`src/rtl/imem_boot_loader.sv`:
```
// Boot loader: turns a little-endian byte stream (word count N, then N words) into
// instruction-memory writes, holding the core stalled until the full image is written.
module imem_boot_loader #(
  parameter int unsigned DEPTH_WORDS = 256,
  parameter logic [31:0] BASE_ADDR   = 32'h0000_0000
) (
  input  logic        CLK,
  input  logic        RST_N,
  input  logic        InValid,
  input  logic [7:0]  InByte,
  output logic        InReady,
  input  logic        Reload,
  output logic        IMemWE,
  output logic [31:0] IMemAddr,
  output logic [31:0] IMemWData,
  output logic        CoreRun,
  output logic        Busy,
  output logic        Error,
  output logic [1:0]  DbgState
);

  typedef enum logic [1:0] {
    S_HDR  = 2'd0,
    S_DATA = 2'd1,
    S_DONE = 2'd2,
    S_ERR  = 2'd3
  } state_t;

  state_t      state_q;
  logic        armed_q;
  logic [1:0]  byte_cnt_q;
  logic [23:0] asm_q;
  logic [31:0] n_q;
  logic [31:0] word_cnt_q;
  logic        we_q;
  logic [31:0] addr_q;
  logic [31:0] wdata_q;
  logic        run_q;
  logic        err_q;

  logic        accept;
  logic        last_byte;
  logic [31:0] full_word;

  // Valid/ready: a byte moves on a rising CLK edge where InValid && InReady.
  // InReady is a function of loader state only (never of InValid) and stays
  // low for the first edge after reset release (armed_q).
  assign InReady   = armed_q && ((state_q == S_HDR) || (state_q == S_DATA));
  assign accept    = InValid && InReady;
  assign last_byte = (byte_cnt_q == 2'd3);
  assign full_word = {InByte, asm_q};

  assign IMemWE    = we_q;
  assign IMemAddr  = addr_q;
  assign IMemWData = wdata_q;
  assign CoreRun   = run_q;
  assign Error     = err_q;
  assign Busy      = ((state_q == S_HDR) && (byte_cnt_q != 2'd0)) || (state_q == S_DATA);
  assign DbgState  = state_q;

  always_ff @(posedge CLK or negedge RST_N) begin
    if (!RST_N) begin
      state_q    <= S_HDR;
      armed_q    <= 1'b0;
      byte_cnt_q <= 2'd0;
      asm_q      <= 24'd0;
      n_q        <= 32'd0;
      word_cnt_q <= 32'd0;
      we_q       <= 1'b0;
      addr_q     <= BASE_ADDR;
      wdata_q    <= 32'd0;
      run_q      <= 1'b0;
      err_q      <= 1'b0;
    end else begin
      armed_q <= 1'b1;
      we_q    <= 1'b0;
      case (state_q)
        S_HDR, S_DATA: begin
          if (accept) begin
            byte_cnt_q <= byte_cnt_q + 2'd1;
            case (byte_cnt_q)
              2'd0:    asm_q[7:0]   <= InByte;
              2'd1:    asm_q[15:8]  <= InByte;
              2'd2:    asm_q[23:16] <= InByte;
              default: asm_q        <= asm_q;
            endcase
            if (last_byte && (state_q == S_HDR)) begin
              n_q        <= full_word;
              word_cnt_q <= 32'd0;
              if (full_word == 32'd0) begin
                state_q <= S_DONE;
              end else if (full_word > 32'(DEPTH_WORDS)) begin
                state_q <= S_ERR;
                err_q   <= 1'b1;
              end else begin
                state_q <= S_DATA;
              end
            end else if (last_byte) begin
              // Word complete: present it to the memory for exactly one cycle.
              we_q       <= 1'b1;
              wdata_q    <= full_word;
              addr_q     <= BASE_ADDR + (word_cnt_q << 2);
              word_cnt_q <= word_cnt_q + 32'd1;
              if (word_cnt_q == (n_q - 32'd1)) begin
                state_q <= S_DONE;
              end
            end
          end
        end
        S_DONE, S_ERR: begin
          if (Reload) begin
            state_q    <= S_HDR;
            run_q      <= 1'b0;
            err_q      <= 1'b0;
            byte_cnt_q <= 2'd0;
            word_cnt_q <= 32'd0;
            addr_q     <= BASE_ADDR;
          end else if (state_q == S_DONE) begin
            // Lags DONE entry by one edge so the final write lands before the core runs.
            run_q <= 1'b1;
          end
        end
        default: state_q <= S_HDR;
      endcase
    end
  end

endmodule

```
`config.mk`:
```
export PLATFORM = sky130hd
export DESIGN_NAME = imem_boot_loader
export DESIGN_NICKNAME = d
export VERILOG_FILES = /design/src/rtl/imem_boot_loader.sv
export SDC_FILE = /design/constraint.sdc
export NUM_CORES = 1
export LEC_CHECK = 0
export ABC_AREA = 0
export CAP_MARGIN = 0
export CORE_UTILIZATION = 40
export CTS_BUF_LIST = sky130_fd_sc_hd__clkbuf_8
export CTS_CLUSTER_SIZE = 40
export DETAILED_ROUTE_END_ITERATION = 10
export PLACE_DENSITY_LB_ADDON = 0.3
export SLEW_MARGIN = 15
export SYNTH_ARGS = -nofsm -noshare
export SYNTH_HDL_FRONTEND = slang
export SYNTH_SLANG_ARGS = --single-unit
export TNS_END_PERCENT = 10
```
`constraint.sdc`:
```
create_clock -name CLK -period 2.9 [get_ports CLK]
set_input_delay 0.58 -clock CLK [delete_from_list [all_inputs] [get_ports CLK]]
set_output_delay 0.58 -clock CLK [all_outputs]
set_load 0.02 [all_outputs]
```
==> results of run 1 <==
==> how the worst max path moves through the flow <==
stage / from / end / slack, ns / cells after the start
final: n_q[1] / DbgState[1] / 0.17 / 9
after global routing: n_q[1] / DbgState[1] / 0.002 / 9
after CTS: n_q[1] / DbgState[0] / 0.11 / 10
after detailed placement: InValid / DbgState[0] / -0.13 / 9
after global placement: InValid / DbgState[0] / 0.01 / 9
after floorplan: n_q[0] / DbgState[1] / 0.25 / 10
==> timing repair <==
item	4_1_cts	5_1_grt
resized for setup	0	7
endpoints found under the setup margin	0	2
buffers inserted	0	0
==> layer usage <==
layer  vias up  GRT usage [%]  wire, um
met5         -              0         0
met4         0           5.49       252
met3        20           4.00       858
met2       148           28.6      7820
met1      2856           29.1      9400
li1       2803              -         -
==> metrics by stage <==
step,utilization (%),std cells
2_1_floorplan,-,734
3_3_place_gp,48.1,1077
3_5_place_dp,48.1,1077
4_1_cts,50.2,1109
5_1_grt,50.4,1109
6_report,50.4,1109
==> state kept, by name, summed over array words and instances, names as in the netlist <==
register    flops
word_cnt_q     32
Error           1
armed_q         1
DbgState        2
IMemWE          1
asm_q          24
byte_cnt_q      2
CoreRun         1
n_q            32
IMemAddr       30
IMemWData      32
==> area by class of cell <==
class / instances / area (um2)
Fill cell: 1777 / 9430
Sequential cell: 158 / 3960
Multi-Input combinational cell: 526 / 3710
Timing Repair Buffer: 123 / 1150
Tap cell: 260 / 325
Clock buffer: 17 / 234
Clock inverter: 15 / 173
Inverter: 10 / 37.5
==> placed cells by master, fill, tap and decap left out, types with 8 or more instances in the layout <==
| cell | count |
|---|---|
| clkbuf_8 | 17 |
| xor2_1 | 18 |
| nand3b_1 | 33 |
| nand3_1 | 23 |
| buf_4 | 41 |
| nor3_1 | 14 |
| xnor2_1 | 35 |
| nand2_1 | 105 |
| nor4_1 | 14 |
| o31ai_1 | 9 |
| a21oi_1 | 15 |
| nor2_1 | 35 |
| clkdlybuf4s50_1 | 79 |
| dfrtp_1 | 157 |
| inv_1 | 11 |
| or3_1 | 8 |
| mux2_2 | 86 |
| o21ai_0 | 26 |
| nand4_1 | 10 |
==> cells by family (layout without fill, tap and decap cells) <==
logic type               after synthesis  after routing  synth area share (%)
AND/OR/NAND/NOR                      298            298                  20.7
other                                  2              3                0.0954
adder cells (fa/ha/maj)                7              7                  1.11
buffers and inverters                 50            165                  3.13
AO/OA/AOI/OAI                         72             72                  5.67
flip-flops                           158            158                  50.2
XOR/XNOR                              53             53                  5.90
multiplexers                          93             93                  13.2
==> power by group through the flow <==
stage	Clock (mW)	Combinational, mW	Sequential (mW)
after floorplan	0	0.538	3.23
after global placement	0	1.49	3.05
after detailed placement	0	1.50	3.05
after CTS	1.72	1.51	3.02
after global routing	1.81	1.60	3.10
final	1.68	1.49	3.02
==> worst reg2reg max path, cell delays in order (launching register included) <==
cell	delay, ns
dfrtp_1	0.39
buf_4	0.15
or4_4	0.58
nor4_4	0.30
nand3_1	0.20
nor3b_1	0.19
o31ai_1	0.24
a211oi_1	0.12
and4bb_1	0.22
o31a_1	0.23
==> out/metrics.csv, run 1 <==
metric,value,unit
status,"complete, no violations",
first-pass GRT wire length,30.5,mm
Iter 0 DRT Violations,354,
DR vias/cell,5.25,
syn avg cell area,10.7,um2
Synth Register Bits,158,
Synth async-reset ratio,100,%
sw power,1.96,mW
Pint,4.24,mW
top-area cell type share of the netlist area,50.2,%
"EDFF count, synth",0,
GRT Overall Usage,19.6,%
worst path buffer plus inverter count,1,
largest net degree at the start of global routing,76,
drt drc,0,
worst-path cell chain,buf_4 -> or4_4 -> nor4_4 -> nand3_1 -> nor3b_1 -> o31ai_1 -> a211oi_1 -> and4bb_1 -> o31a_1,
die width,142,um
largest stage delay on the critical path,0.58,ns
sequential fraction of design power,48.8,%
DRT Pass-1 Iters,4,
Critical Path Start Type,flop,
DIE AREA,20200,um2
grt ovf,0,
Leak,4.28,nW
Worst Path Max Fanout,5,
cts hold-fix bufs,0,
vias in the first global route,5647,
reg2reg path depth,9,
Synth Instances,733,
yosys warns,0,
clock-pin slew on the worst setup and hold paths,0.10,ns
Placer Congestion,0.902,
Worst R2R Start,n_q[1],
synth top area cells,"dfrtp_1 50%, mux2_2 12%, nand2_1 5.0%",
"count leader, synth",dfrtp_1,
Crit Reg-Reg Endpoint,DbgState[1],
Max Root-Sink Buffers,2,
area grow syn2layout,21.8,%
Critical Path End Type,flop,
Worst IR Drop VDD,0.519,mV
clock sink count,158,
post-synthesis cell area,7870,um2
max_cap viols,0,
root buffer cell,clkbuf_8,
initial antenna violation count,0,
CP Data Required Time,3.26,ns
fmax,366,MHz
Crit-path slowest cell,or4_4,
CP Class,reg2reg,
Die Y,142,um
CP top delay family,simple AND/OR/NAND/NOR gates,
Setup TNS,0,ns
Core ar.,19000,um2
Power Total,6.19,mW
Slew Limit Headroom,66.5,%
Final Setup Violations,0,
final wirelength,18.3,mm
reg2reg setup slack,0.17,ns
# rows,50,
Worst-Skew Late Latency,0.46,ns
Final HPWL DP,13.5,mm
Worst Max-Slew Pin Slew,0.503,ns
unrepaired setup endpoints after global routing,false,
register area share after synthesis,50.2,%
Initial Util,41.4,%
Pwr Density,646,nW/um2
Final nets,855,
Sw Ratio,31.6,%
Comb power frac,24.1,%
buffers added on ports,80,
placed cell area,9150,um2
largest area contributor in the netlist,dfrtp_1,
Min-Delay Path Class,in2async,
Setup WS pre-CTS,-0.131,ns
count of final hold-check violations,0,
ant diodes,0,
total number of vias,5827,
final worst-path cycle share,94.3,%
"Distinct cells, synth",62,
Synth Flop Type,dfrtp_1,
CTS buffer count,17,
min cycle time layout,2.73,ns
clock share of power,27.2,%
Fin Clk Skew,0.0162,ns
layout cells sized above 1,21.4,%
synth cell count leaders,"158 x dfrtp_1, 105 x nand2_1, 86 x mux2_2, 37 x nor2_1, 35 x xnor2_1",
"Design Area, Final",9590,um2
Worst Path Arrival,3.09,ns
antenna-violating nets left,0,
I/O pin count,83,
CTS H-tree lvls,4,
final hold slack,0.0338,ns
setup ws final,0.166,ns
CTS tree,yes,
fin. max-slew vios,0,
routed length per placed instance,16.5,um
Power figures use the tool's default switching activity.
==> inputs of run 2 (changes only) <==
REMOVE_ABC_BUFFERS = 1   (was default)
==> out/metrics.csv, run 2 (synthesis results as in run 1) <==
metric,value,unit,change
status,"complete, no violations",,
root buffer cell,clkbuf_8,,
Slew Limit Headroom,42.9,%,-24 points
Worst Path Max Fanout,6,,+1
largest net degree at the start of global routing,79,,+3.9%
final hold slack,0.464,ns,+0.431 ns
Leak,4.31,nW,+0.69%
layout cells sized above 1,22.4,%,+0.95 points
reg2reg path depth,9,,unchanged
HP Start,IMemAddr[12],,
reg2reg setup slack,0.15,ns,-0.02 ns
Pwr Density,629,nW/um2,-2.7%
routed wl met2,8.03,mm,+2.7%
Crit-path slowest cell,or4_4,,
final worst-path cycle share,94.9,%,+0.60 points
Worst Max-Slew Pin Slew,0.856,ns,+0.353 ns
routed length per placed instance,15.8,um,-4.5%
Initial Util,41.4,%,unchanged
Worst Path Arrival,3.11,ns,+0.02 ns
unrepaired setup endpoints after global routing,false,,
total number of vias,5810,,-0.29%
max_cap viols,0,,unchanged
Final nets,859,,+0.47%
I/O pin count,83,,unchanged
worst-path cell chain,or4_4 -> nor4_4 -> and2_4 -> mux2i_1 -> o31ai_1 -> a22oi_1 -> buf_4 -> and4bb_2 -> o31a_1,,
most frequent cells in the layout,"158 x dfrtp_1, 105 x nand2_1, 86 x mux2_2, 79 x clkdlybuf4s50_1, 44 x buf_4",,
Hold Path Depth,2,,
CTS buffer count,17,,unchanged
Final Setup Violations,0,,unchanged
Storage cell area,3950,um2,about the same
min cycle time layout,2.75,ns,+0.0174 ns
DRT Pass-1 Iters,5,,+1
met3 WL,674,um,-21%
Die Y,142,um,unchanged
Placer Congestion,0.838,,-7.2%
Worst IR Drop VDD,0.536,mV,+3.3%
"Design Area, Final",9670,um2,+0.89%
CP Data Required Time,3.26,ns,about the same
area of the multi-input gates,3780,um2,+1.9%
CTS tree,yes,,
post-route insts no fill,1113,,+0.36%
DR vias/cell,5.22,,-0.65%
worst path buffer plus inverter count,1,,unchanged
Hold Path Sink,IMemAddr[12],,
buffers added on ports,80,,unchanged
Worst R2R Start,n_q[2],,
initial antenna violation count,0,,unchanged
fin util,50.9,%,+0.45 points
placed cell area,9160,um2,about the same
fin. max-slew vios,0,,unchanged
largest stage delay on the critical path,0.58,ns,about the same
Core ar.,19000,um2,unchanged
GRT Overall Usage,18.7,%,-0.89 points
antenna-violating nets left,0,,unchanged
grt ovf,0,,unchanged
fmax,363,MHz,-0.63%
Fill cells,1774,,-0.17%
Critical Path Start Type,flop,,
Final HPWL DP,12.9,mm,-4.7%
Inst Count DP,1078,,+0.093%
Top Layer Used,met4,,
vias in the first global route,5446,,-3.6%
clock-pin slew on the worst setup and hold paths,0.09,ns,about the same
DIE AREA,20200,um2,unchanged
Met1 Routed Length,8.61,mm,-8.4%
clock sink count,158,,unchanged
final wirelength,17.6,mm,-4.2%
setup ws final,0.149,ns,-0.0174 ns
drt drc,0,,unchanged
die width,142,um,unchanged
# rows,50,,unchanged
Fin Clk Skew,0.0143,ns,-0.00195 ns
CP top delay family,simple AND/OR/NAND/NOR gates,,
Critical Path End Type,flop,,
Setup WS pre-CTS,-0.130,ns,+0.00170 ns
area grow syn2layout,22.9,%,
Max Root-Sink Buffers,2,,unchanged
Min-Delay Path Class,reg2reg,,
first-pass GRT wire length,29.4,mm,-3.6%
Iter 0 DRT Violations,297,,-16%
ant diodes,0,,unchanged
count of final hold-check violations,0,,unchanged
Crit Reg-Reg Endpoint,DbgState[1],,
CP Class,reg2reg,,
Worst-Skew Late Latency,0.46,ns,about the same
"commonest non-fill, non-tap cell in the layout",dfrtp_1,,
CTS H-tree lvls,4,,unchanged
## run 2: cell count changes in the layout (fill, tap and decap cells not counted), sizes merged
cell | previous run | this run
buf | 44 | 47
clkbuf | 17 | 18
clkinv | 3 | 2
clkinvlp | 1 | 3
dlygate4sd3 | 0 | 1
inv | 19 | 17
## run 2: routing by layer
layer  up-vias  track usage [%]
met1      2836             26.4
met3        20             3.36
li1       2823                -
met2       131             28.9
met4         0             6.06
met5         -                0
## run 2: final cells by class
cell class | instances | area share (%)
well taps | 260 | 3.36
clock inverters | 14 | 1.47
repair buffers | 127 | 12.2
flip-flops and latches | 158 | 40.9
multi-input cells | 526 | 39.1
inverters | 10 | 0.388
clock buffers | 18 | 2.56
## run 2: worst reg2reg max path, stage by stage, from the launching register on
cell and delay [ns]:
dfrtp_1 0.48, or4_4 0.58, nor4_4 0.29, and2_4 0.22, mux2i_1 0.07, o31ai_1 0.25
a22oi_1 0.12, buf_4 0.15, and4bb_2 0.25, o31a_1 0.23
## run 2: through the flow
step	TNS, ns	total power [mW]
3_5_place_dp	-0.249	4.52
2_1_floorplan	-33.73	3.75
3_3_place_gp	-0.0294	4.50
5_1_grt	0	6.41
4_1_cts	0	6.16
6_report	0	6.08
## run 2: power breakdown
group          switching [mW]  internal [mW]
logic                   0.662          0.803
clock network           0.825          0.787
registers               0.366           2.64
total                    1.85           4.23
## run 2: worst max path at each step
stage           startpoint      endpoint  cells after the start
2_1_floorplan  DbgState[1]  IMemAddr[11]                      4
3_5_place_dp       InValid   DbgState[0]                      9
3_3_place_gp       InValid   DbgState[0]                      9
4_1_cts             n_q[0]   DbgState[0]                     11
5_1_grt             n_q[0]   DbgState[0]                     12
6_report            n_q[2]   DbgState[1]                      9
## run 2: what timing repair did
item / CTS / global route
buffers inserted: 0 / 2
endpoints found under the hold margin: 29 / 0
endpoints found under the setup margin: 0 / 2
hold buffers: 1 / 0
gates resized for setup: 0 / 21
